## src/rtl/key_direction_encoder.sv

```systemverilog
// key_direction_encoder
//   Turns USB HID keyboard reports into a WASD held-key set and a one-byte
//   direction code for the ball stage. The direction code is refreshed once
//   per video frame (frame_clk rising edge, synchronized into Clk). The held
//   set is dropped after STALE_CYCLES Clk cycles without a report.
//
// Ports
//   Clk                   system clock, all state on its rising edge
//   Reset                 asynchronous, active-low
//   keycode0..keycode3    key slots of the current HID report
//   report_valid          one-cycle strobe qualifying keycode0..3
//   frame_clk             VGA vsync, asynchronous to Clk
//   keycode   [7:0]       registered direction code, updated per frame
//   held      [3:0]       registered held set {W,A,S,D}
//   stale                 high while the held set has been cleared by timeout

// Per-slot decoder: one-hot WASD match plus rollover (0x01) flag.
module kde_slot_dec (
  input  logic [7:0] code,
  output logic [3:0] hit,       // {W,A,S,D}
  output logic       rollover
);
  always_comb begin
    hit      = {code == 8'h1A, code == 8'h04, code == 8'h16, code == 8'h07};
    rollover = (code == 8'h01);
  end
endmodule

module key_direction_encoder #(
  parameter int unsigned STALE_CYCLES = 50_000_000
) (
  input  logic       Clk,
  input  logic       Reset,
  input  logic [7:0] keycode0,
  input  logic [7:0] keycode1,
  input  logic [7:0] keycode2,
  input  logic [7:0] keycode3,
  input  logic       report_valid,
  input  logic       frame_clk,
  output logic [7:0] keycode,
  output logic [3:0] held,
  output logic       stale
);
  localparam int NUM_SLOTS = 4;
  localparam int CNT_W     = (STALE_CYCLES < 1) ? 1 : $clog2(STALE_CYCLES + 1);
  localparam logic [CNT_W-1:0] STALE_MAX = CNT_W'(STALE_CYCLES);

  // Report decode
  logic [NUM_SLOTS-1:0][7:0] slot;
  logic [NUM_SLOTS-1:0][3:0] slot_hit;
  logic [NUM_SLOTS-1:0]      slot_roll;
  logic [3:0]                rpt_set;
  logic                      rpt_roll;

  assign slot = {keycode3, keycode2, keycode1, keycode0};

  for (genvar i = 0; i < NUM_SLOTS; i++) begin : g_slot
    kde_slot_dec u_dec (
      .code     (slot[i]),
      .hit      (slot_hit[i]),
      .rollover (slot_roll[i])
    );
  end

  always_comb begin
    rpt_set  = '0;
    rpt_roll = 1'b0;
    for (int i = 0; i < NUM_SLOTS; i++) begin
      rpt_set  = rpt_set | slot_hit[i];
      rpt_roll = rpt_roll | slot_roll[i];
    end
  end

  // Direction resolve/encode from the registered held set. Opposing keys
  // cancel on their axis.
  logic       v_up, v_dn, h_lt, h_rt;
  logic [7:0] dir_code;

  always_comb begin
    v_up = held[3] & ~held[1];
    v_dn = held[1] & ~held[3];
    h_lt = held[2] & ~held[0];
    h_rt = held[0] & ~held[2];
    case ({v_up, v_dn, h_lt, h_rt})
      4'b1001: dir_code = 8'h01;
      4'b1010: dir_code = 8'h02;
      4'b0101: dir_code = 8'h03;
      4'b0110: dir_code = 8'h04;
      4'b0010: dir_code = 8'h05;
      4'b0001: dir_code = 8'h07;
      4'b0100: dir_code = 8'h16;
      4'b1000: dir_code = 8'h1A;
      default: dir_code = 8'h00;
    endcase
  end

  // frame_clk synchronizer and rising-edge detect
  logic f1, f2, f3;
  logic frame_pulse;
  assign frame_pulse = f2 & ~f3;

  // Timeout counter: saturates at STALE_MAX so expiry fires only once.
  logic [CNT_W-1:0] cnt, cnt_nxt;
  logic             cnt_sat, expire;

  always_comb begin
    cnt_sat = (cnt == STALE_MAX);
    if (report_valid)  cnt_nxt = '0;
    else if (cnt_sat)  cnt_nxt = cnt;
    else               cnt_nxt = cnt + 1'b1;
    expire = ~report_valid & ~cnt_sat & (cnt_nxt == STALE_MAX);
  end

  always_ff @(posedge Clk or negedge Reset) begin
    if (!Reset) begin
      f1      <= 1'b0;
      f2      <= 1'b0;
      f3      <= 1'b0;
      cnt     <= '0;
      keycode <= 8'h00;
      held    <= 4'b0000;
      stale   <= 1'b0;
    end else begin
      f1  <= frame_clk;
      f2  <= f1;
      f3  <= f2;
      cnt <= cnt_nxt;
      // Uses the pre-update held set when a report lands on the same edge.
      if (frame_pulse) keycode <= dir_code;
      if (report_valid) begin
        stale <= 1'b0;
        if (!rpt_roll) held <= rpt_set;
      end else if (expire) begin
        held  <= 4'b0000;
        stale <= 1'b1;
      end
    end
  end
endmodule

```

## config.mk

```make
export PLATFORM = sky130hd
export DESIGN_NAME = key_direction_encoder
export DESIGN_NICKNAME = d
export VERILOG_FILES = /design/src/rtl/key_direction_encoder.sv
export SDC_FILE = /design/constraint.sdc
export NUM_CORES = 1
export LEC_CHECK = 0
export BUFFER_PORTS_ARGS = -buffer_cell sky130_fd_sc_hd__buf_2
export CORE_ASPECT_RATIO = 0.8
export CORE_UTILIZATION = 55
export DETAILED_ROUTE_END_ITERATION = 8
export HOLD_SLACK_MARGIN = 0.1
export MAX_ROUTING_LAYER = met4
export PLACE_DENSITY_LB_ADDON = 0.25
export SLEW_MARGIN = 20
export SYNTH_ARGS = -nofsm -noshare
export SYNTH_HDL_FRONTEND = slang
export SYNTH_SLANG_ARGS = --single-unit
```

## constraint.sdc

```tcl
create_clock -name Clk -period 3.65 [get_ports Clk]
set_clock_uncertainty 0.1 [all_clocks]
set_input_delay 0.1825 -clock Clk [delete_from_list [all_inputs] [get_ports Clk]]
set_output_delay 0.1825 -clock Clk [all_outputs]
set_load 0.03 [all_outputs]
```

==> out/results.ini, run 1 <==
[floorplan]
core_mm2=0.00428
die-height_um=62.6
initial_core_util=0.589
dieArea_mm2=0.00486
die_w_um=77.7
rows=21
ios=49

[clocking]
insertion_delay_ps=300
clock-root-buffer=clkbuf_8
cts_sinks=39
path_clk_slew_ps=80
cts_buffers=5
clk_path_buf_depth=2
cts_setup_buffers=0
hold_buffers=2
ctsResizeCount=0
cts_tree=done
cts_max_level=2

[global_routing]
grt_antenna_before_repair=0
gr-total-overflow=0
grt_max_degree=40
grt_pass1_vias=2131
gr-usage-all-layers=0.273
grt_pass1_wl_um=9940

[setup_path]
r2r-start=cnt[0]
critPathTopFamily=simple AND/OR/NAND/NOR gates
worst_ep_required_time_ps=3720
critPathArrivalTime_ps=2940
start_kind=register
cp.depth=7
crit_path_cell_trace=ha_1 > nand4_2 > or3_1 > or4_1 > a21o_1 > a221oi_2 > a21oi_1
crit_slowest_cell=or4_1
r2r_slack_ps=780
crit_type=reg -> reg
cp-end-kind=register
crit_end=held[1]
critPathMaxFanout=6
cp.buffers_inverters=0
cpPeakStageDelay_ps=550
r2r_cells=7
setup.worst_path.start=cnt[0]
rr_endpoint=held[1]

[synthesis]
synth_top_cell_area_share=0.387
yosys_register_bits=39
avgSynthCellArea_um2=8.88
syn_inst=284
synth.largest_area_cell=dfrtp_1
synth-edff-count=0
yosys-top-cells-area=dfrtp_1, xnor2_1, nor2_1
ys_warn_count=0
yosysUniqueCellTypes=61
synth-seq-area-share=0.387
synth.cell_area_mm2=0.00252
synth-async-reset-ratio=1.00
ys_dominant_reg_cell=dfrtp_1

[finish]
final_area_mm2=0.00290
antennaDiodeCount=0
layout_common_cells=buf_2, dfrtp_1, nor2_1
area_growth_pct=15.1
drive_gt1_frac=0.191
layout.nets=369
layout_commonest_cell=buf_2
fill_cells=341

[sta]
setup-violations-final=0
hold-worst-slack_ps=226
hold_violations=0
fin_setup_tns_ps=0
timing.slew.headroom=0.400
rsz0062_at_grt=no
worst_pin_slew_ps=892
finalMaxSlewViolations=0
timing.final.crit_share=0.786
min_period_ps=2870
max_freq_mhz=349

[place]
numPortBuffers=45
place_area_mm2=0.00277
gp_congestion=0.901
post-dp-hpwl_um=4360

[detailed_routing]
routed-via-count=2365
drt_first_pass_iters=4
postRouteWirelength_um=5970
wl_per_cell_um=15.4
drt-initial-drc-count=171
antenna_left=0
drcViolationCount=0
avgViaCountPerCell=6.11

[pwr]
power.density_mw_per_mm2=310
total_power_w=0.000899
ir_drop_uv=206
p_leak_nw=1.21

[run]
maxCapViolCount=0

[status]
status=completed

[worst_hold_path]
hp-class=in -> reg

## worst min-delay path by stage
stage,start,end,cells past startpoint
5_1_grt,report_valid,cnt[2],2
3_3_place_gp,frame_clk,f1,1
2_1_floorplan,Reset,cnt[0],0
6_report,report_valid,cnt[0],2
3_5_place_dp,frame_clk,f1,1
4_1_cts,report_valid,cnt[2],2
## power breakdown
part           switching [W]  internal (W)   total, W  leakage (nW)
registers         0.00000807      0.000439   0.000447         0.535
clock network       0.000159      0.000203   0.000362        0.0581
logic              0.0000551     0.0000345  0.0000896         0.617
total               0.000222      0.000677   0.000899          1.21
## synthesized netlist by cell type, types with 3 or more instances
cell	number
dfrtp_1	39
nor2_1	29
nand2_1	23
nor3_1	13
xnor2_1	13
nor4_1	12
inv_1	11
nand4_1	10
a21oi_1	8
o21ai_0	8
xor2_1	8
nand2b_1	7
mux2i_1	6
nand3_1	6
nand4b_1	6
clkbuf_1	5
or3_1	5
and2_1	4
buf_4	4
ha_1	4
nor2b_1	4
o21a_1	4
nor3b_1	3
o41ai_1	3
or4_1	3
## state kept, by name, summed over array words and instances (netlist names)
| name | cells |
|---|---|
| stale | 1 |
| held | 4 |
| cnt | 26 |
| f1 | 1 |
| f3 | 1 |
| f2 | 1 |
| keycode | 5 |
## kinds of logic (layout without fill, tap and decap cells)
group                      after synthesis  after routing  share of synthesized area
buffers and inverters                   24             68                     0.0427
xor gates and xnor gates                21             21                     0.0730
and+or+nand+nor                        142            142                      0.321
muxes                                    6              6                     0.0238
DFF                                     39             39                      0.387
adders and majority gates                4              4                     0.0199
other                                    1              3                    0.00149
AOI/OAI and AO/OA                       47             47                      0.132
## layer usage
layer  up-vias  routed length, um  GRT usage
met3        18                528     0.0861
met5         -                  0          -
met1      1091               2770      0.374
met4         0                110     0.0967
met2       128               2560      0.376
li1       1128                  -          -
## through the flow
stage	instances	setup slack, ps	util
after floorplan	286	1070	-
after global placement	377	923	0.647
after detailed placement	377	864	0.647
after CTS	387	821	0.678
after global routing	387	602	0.678
final	387	782	0.678
## worst reg2reg max path: stages (launching register included)
cell and delay [ps]:
dfrtp_1 450, ha_1 290, nand4_2 190, or3_1 490
or4_1 550, a21o_1 190, a221oi_2 350, a21oi_1 120
## area by class of cell
type | count | area, um^2 | share of cell area
Clock buffer | 5 | 68.8 | 0.0237
Clock inverter | 3 | 43.8 | 0.0151
Inverter | 12 | 45.0 | 0.0155
Multi-Input combinational cell | 223 | 1450 | 0.498
Sequential cell | 39 | 976 | 0.336
Tap cell | 57 | 71.3 | 0.0246
Timing Repair Buffer | 48 | 253 | 0.0871
Note: power is estimated with default switching activity, not from simulation.
==> run 2: changes to the inputs <==
Settings changed: ABC_AREA set to 1, CORE_UTILIZATION 55 to 51.
Clock period 3.65 ns to 2.55 ns, I/O delays scaled along.
==> run 2 against run 1 <==
  * Routed wire length grew 6.3%
  * Sequential power rose by 43%
  * Critical path depth up 7
  * Sequential share of layout area is 2.7 points lower
  * Largest cell class unchanged
  * Global-route usage decreased by 3.3 points
  * Cell count increased by 36%
  * Synthesized cell count grew 45%
==> out/results.ini, run 2 <==
[setup_path]
crit_slowest_cell=dfrtp_1
cpPeakStageDelay_ps=410
crit_type=reg -> reg
crit_path_cell_trace=ha_1 > nand2_2 > nor2_4 > nand2_2 > nor2_2 > a21oi_1 > nor3_1 > nor2_1 > nand2_1 > nor2_1 > nand3_2 > nand2_2 > nand2_1 > nand2_1
cp.buffers_inverters=0
cp-end-kind=register
critPathTopFamily=simple AND/OR/NAND/NOR gates
start_kind=register
critPathMaxFanout=6
setup.worst_path.start=cnt[0]
r2r-start=cnt[0]
critPathArrivalTime_ps=2340
worst_ep_required_time_ps=2640

[place]
dp.cells=517
gp_congestion=0.898
post-dp-hpwl_um=5010
numPortBuffers=45

[detailed_routing]
postRouteWirelength_um=6350
routed-via-count=2721
antenna_left=0
drt-initial-drc-count=185
drcViolationCount=0
wl_per_cell_um=12.0
drt_first_pass_iters=5
avgViaCountPerCell=5.15

[finish]
multi_input_area_mm2=0.00146
top_register=cnt
antennaDiodeCount=0
area_growth_pct=15.7
fill_cells=449
layout_commonest_cell=nand2_1
layout_common_cells=nand2_1, inv_1, nor2_1
top_regs=cnt: 26 flops, keycode: 5 flops, held: 4 flops
largest_register_ff_count=26
fin_cells=528
ff_latch_area_um2=976
layout.nets=505
drive_gt1_frac=0.187

[floorplan]
rows=23
ios=49
dieArea_mm2=0.00565
core_mm2=0.00506
die-height_um=67.4
die_w_um=83.8
initial_core_util=0.539

[sta]
hold-worst-slack_ps=186
timing.slew.headroom=0.412
timing.final.crit_share=0.880
fin_setup_tns_ps=0
setup-violations-final=0
rsz0062_at_grt=no
finalMaxSlewViolations=0
max_freq_mhz=446
min_period_ps=2240
hold_violations=0
worst_pin_slew_ps=882

[global_routing]
grt_max_degree=40
grt_antenna_before_repair=0
grt_pass1_wl_um=10300
grt_pass1_vias=2300
gr-total-overflow=0
gr-usage-all-layers=0.240

[synthesis]
synth_commonest_cells=nand2_1, inv_1, nor2_1
yosysUniqueCellTypes=31
syn_inst=412
synth-edff-count=0
avgSynthCellArea_um2=6.62
ys_warn_count=0
synth.cell_area_mm2=0.00273
yosys_register_bits=39
synth-seq-area-share=0.358
yosys-top-cells-area=dfrtp_1, nand2_1, inv_1
synth_top_cell_area_share=0.358
synth-async-reset-ratio=1.00
synth.largest_area_cell=dfrtp_1
synth_most_common_cell=nand2_1
ys_dominant_reg_cell=dfrtp_1

[clocking]
cts_buffers=5
cts_sinks=39
cts_tree=done
ctsResizeCount=0
cts_max_level=2
insertion_delay_ps=300
clk_path_buf_depth=2
clock-root-buffer=clkbuf_8
path_clk_slew_ps=80

[pwr]
p_leak_nw=1.51
total_power_w=0.00130
power.density_mw_per_mm2=413
ir_drop_uv=257

[status]
status=completed

[worst_hold_path]
hp-class=in -> reg
hold_start=keycode3[1]

[run]
maxCapViolCount=0

-- run 2: changes by cell type after synthesis, sizes merged, moves of 7 or more --
cell / before / now
xnor2: 13 / 0
inv: 11 / 73
o21ai: 9 / 19
nand2: 23 / 96
nand3: 8 / 42
nand2b: 7 / 0
nor4: 13 / 4
nor2: 29 / 83
-- run 2: final timing paths --
kind	to	slack, ps	depth (start not counted)
max	held[0]	310	14
min	held[0]	190	5
max reg2reg	held[0]	310	14
min reg2reg	f2	260	0
max in group asynchronous	cnt[3]	1410	2
min in group asynchronous	cnt[9]	380	2
-- run 2: worst register-to-register path, delay by kind of cell, from the launching register on --
family                     cells  cell delay [ps]
AOI/OAI and AO/OA              1               90
adders and majority gates      1              220
DFF                            1              410
and+or+nand+nor               12             1340
-- run 2: logic make-up (layout without fill, tap and decap cells) --
| logic type | Yosys count | in the layout | share of synthesized area |
|---|---|---|---|
| other | 1 | 3 | 0.00137 |
| AO/OA/AOI/OAI | 37 | 37 | 0.0798 |
| adder cells (fa/ha/maj) | 4 | 4 | 0.0183 |
| XOR/XNOR | 2 | 2 | 0.00642 |
| AND/OR/NAND/NOR | 251 | 251 | 0.425 |
| flip-flops | 39 | 39 | 0.358 |
| buffers and inverters | 78 | 130 | 0.112 |
-- run 2: cell type report --
cell class | count | share of cell area
Timing Repair Buffer | 49 | 0.0832
Sequential cell | 39 | 0.309
Multi-Input combinational cell | 297 | 0.461
Tap cell | 62 | 0.0246
Clock inverter | 3 | 0.0139
Clock buffer | 5 | 0.0218
Inverter | 73 | 0.0868
-- run 2: what timing repair did --
item | CTS | global route
buffers inserted | 0 | 0
endpoints found under the hold margin | 44 | 0
hold buffers | 3 | 0
-- run 2: per-layer routing --
metal	share of wire	vias up	global-route usage
li1	-	1415	-
met3	0.066	9	0.0440
met2	0.42	90	0.357
met1	0.51	1207	0.336
met5	0	-	-
met4	0.012	0	0.0699
-- run 2: through the flow --
stage,instance area (um^2),worst slack [ps],utilization
2_1_floorplan,2740,596,-
3_3_place_gp,3020,393,0.595
3_5_place_dp,3020,331,0.595
4_1_cts,3160,313,0.624
5_1_grt,3160,57.3,0.624
6_report,3160,306,0.624
-- run 2: power breakdown --
part	internal (W)	leakage (nW)	switching [W]
Sequential	0.000629	0.531	0.00000847
Combinational	0.0000477	0.919	0.0000912
Clock	0.000292	0.0581	0.000236
Total	0.000969	1.51	0.000336
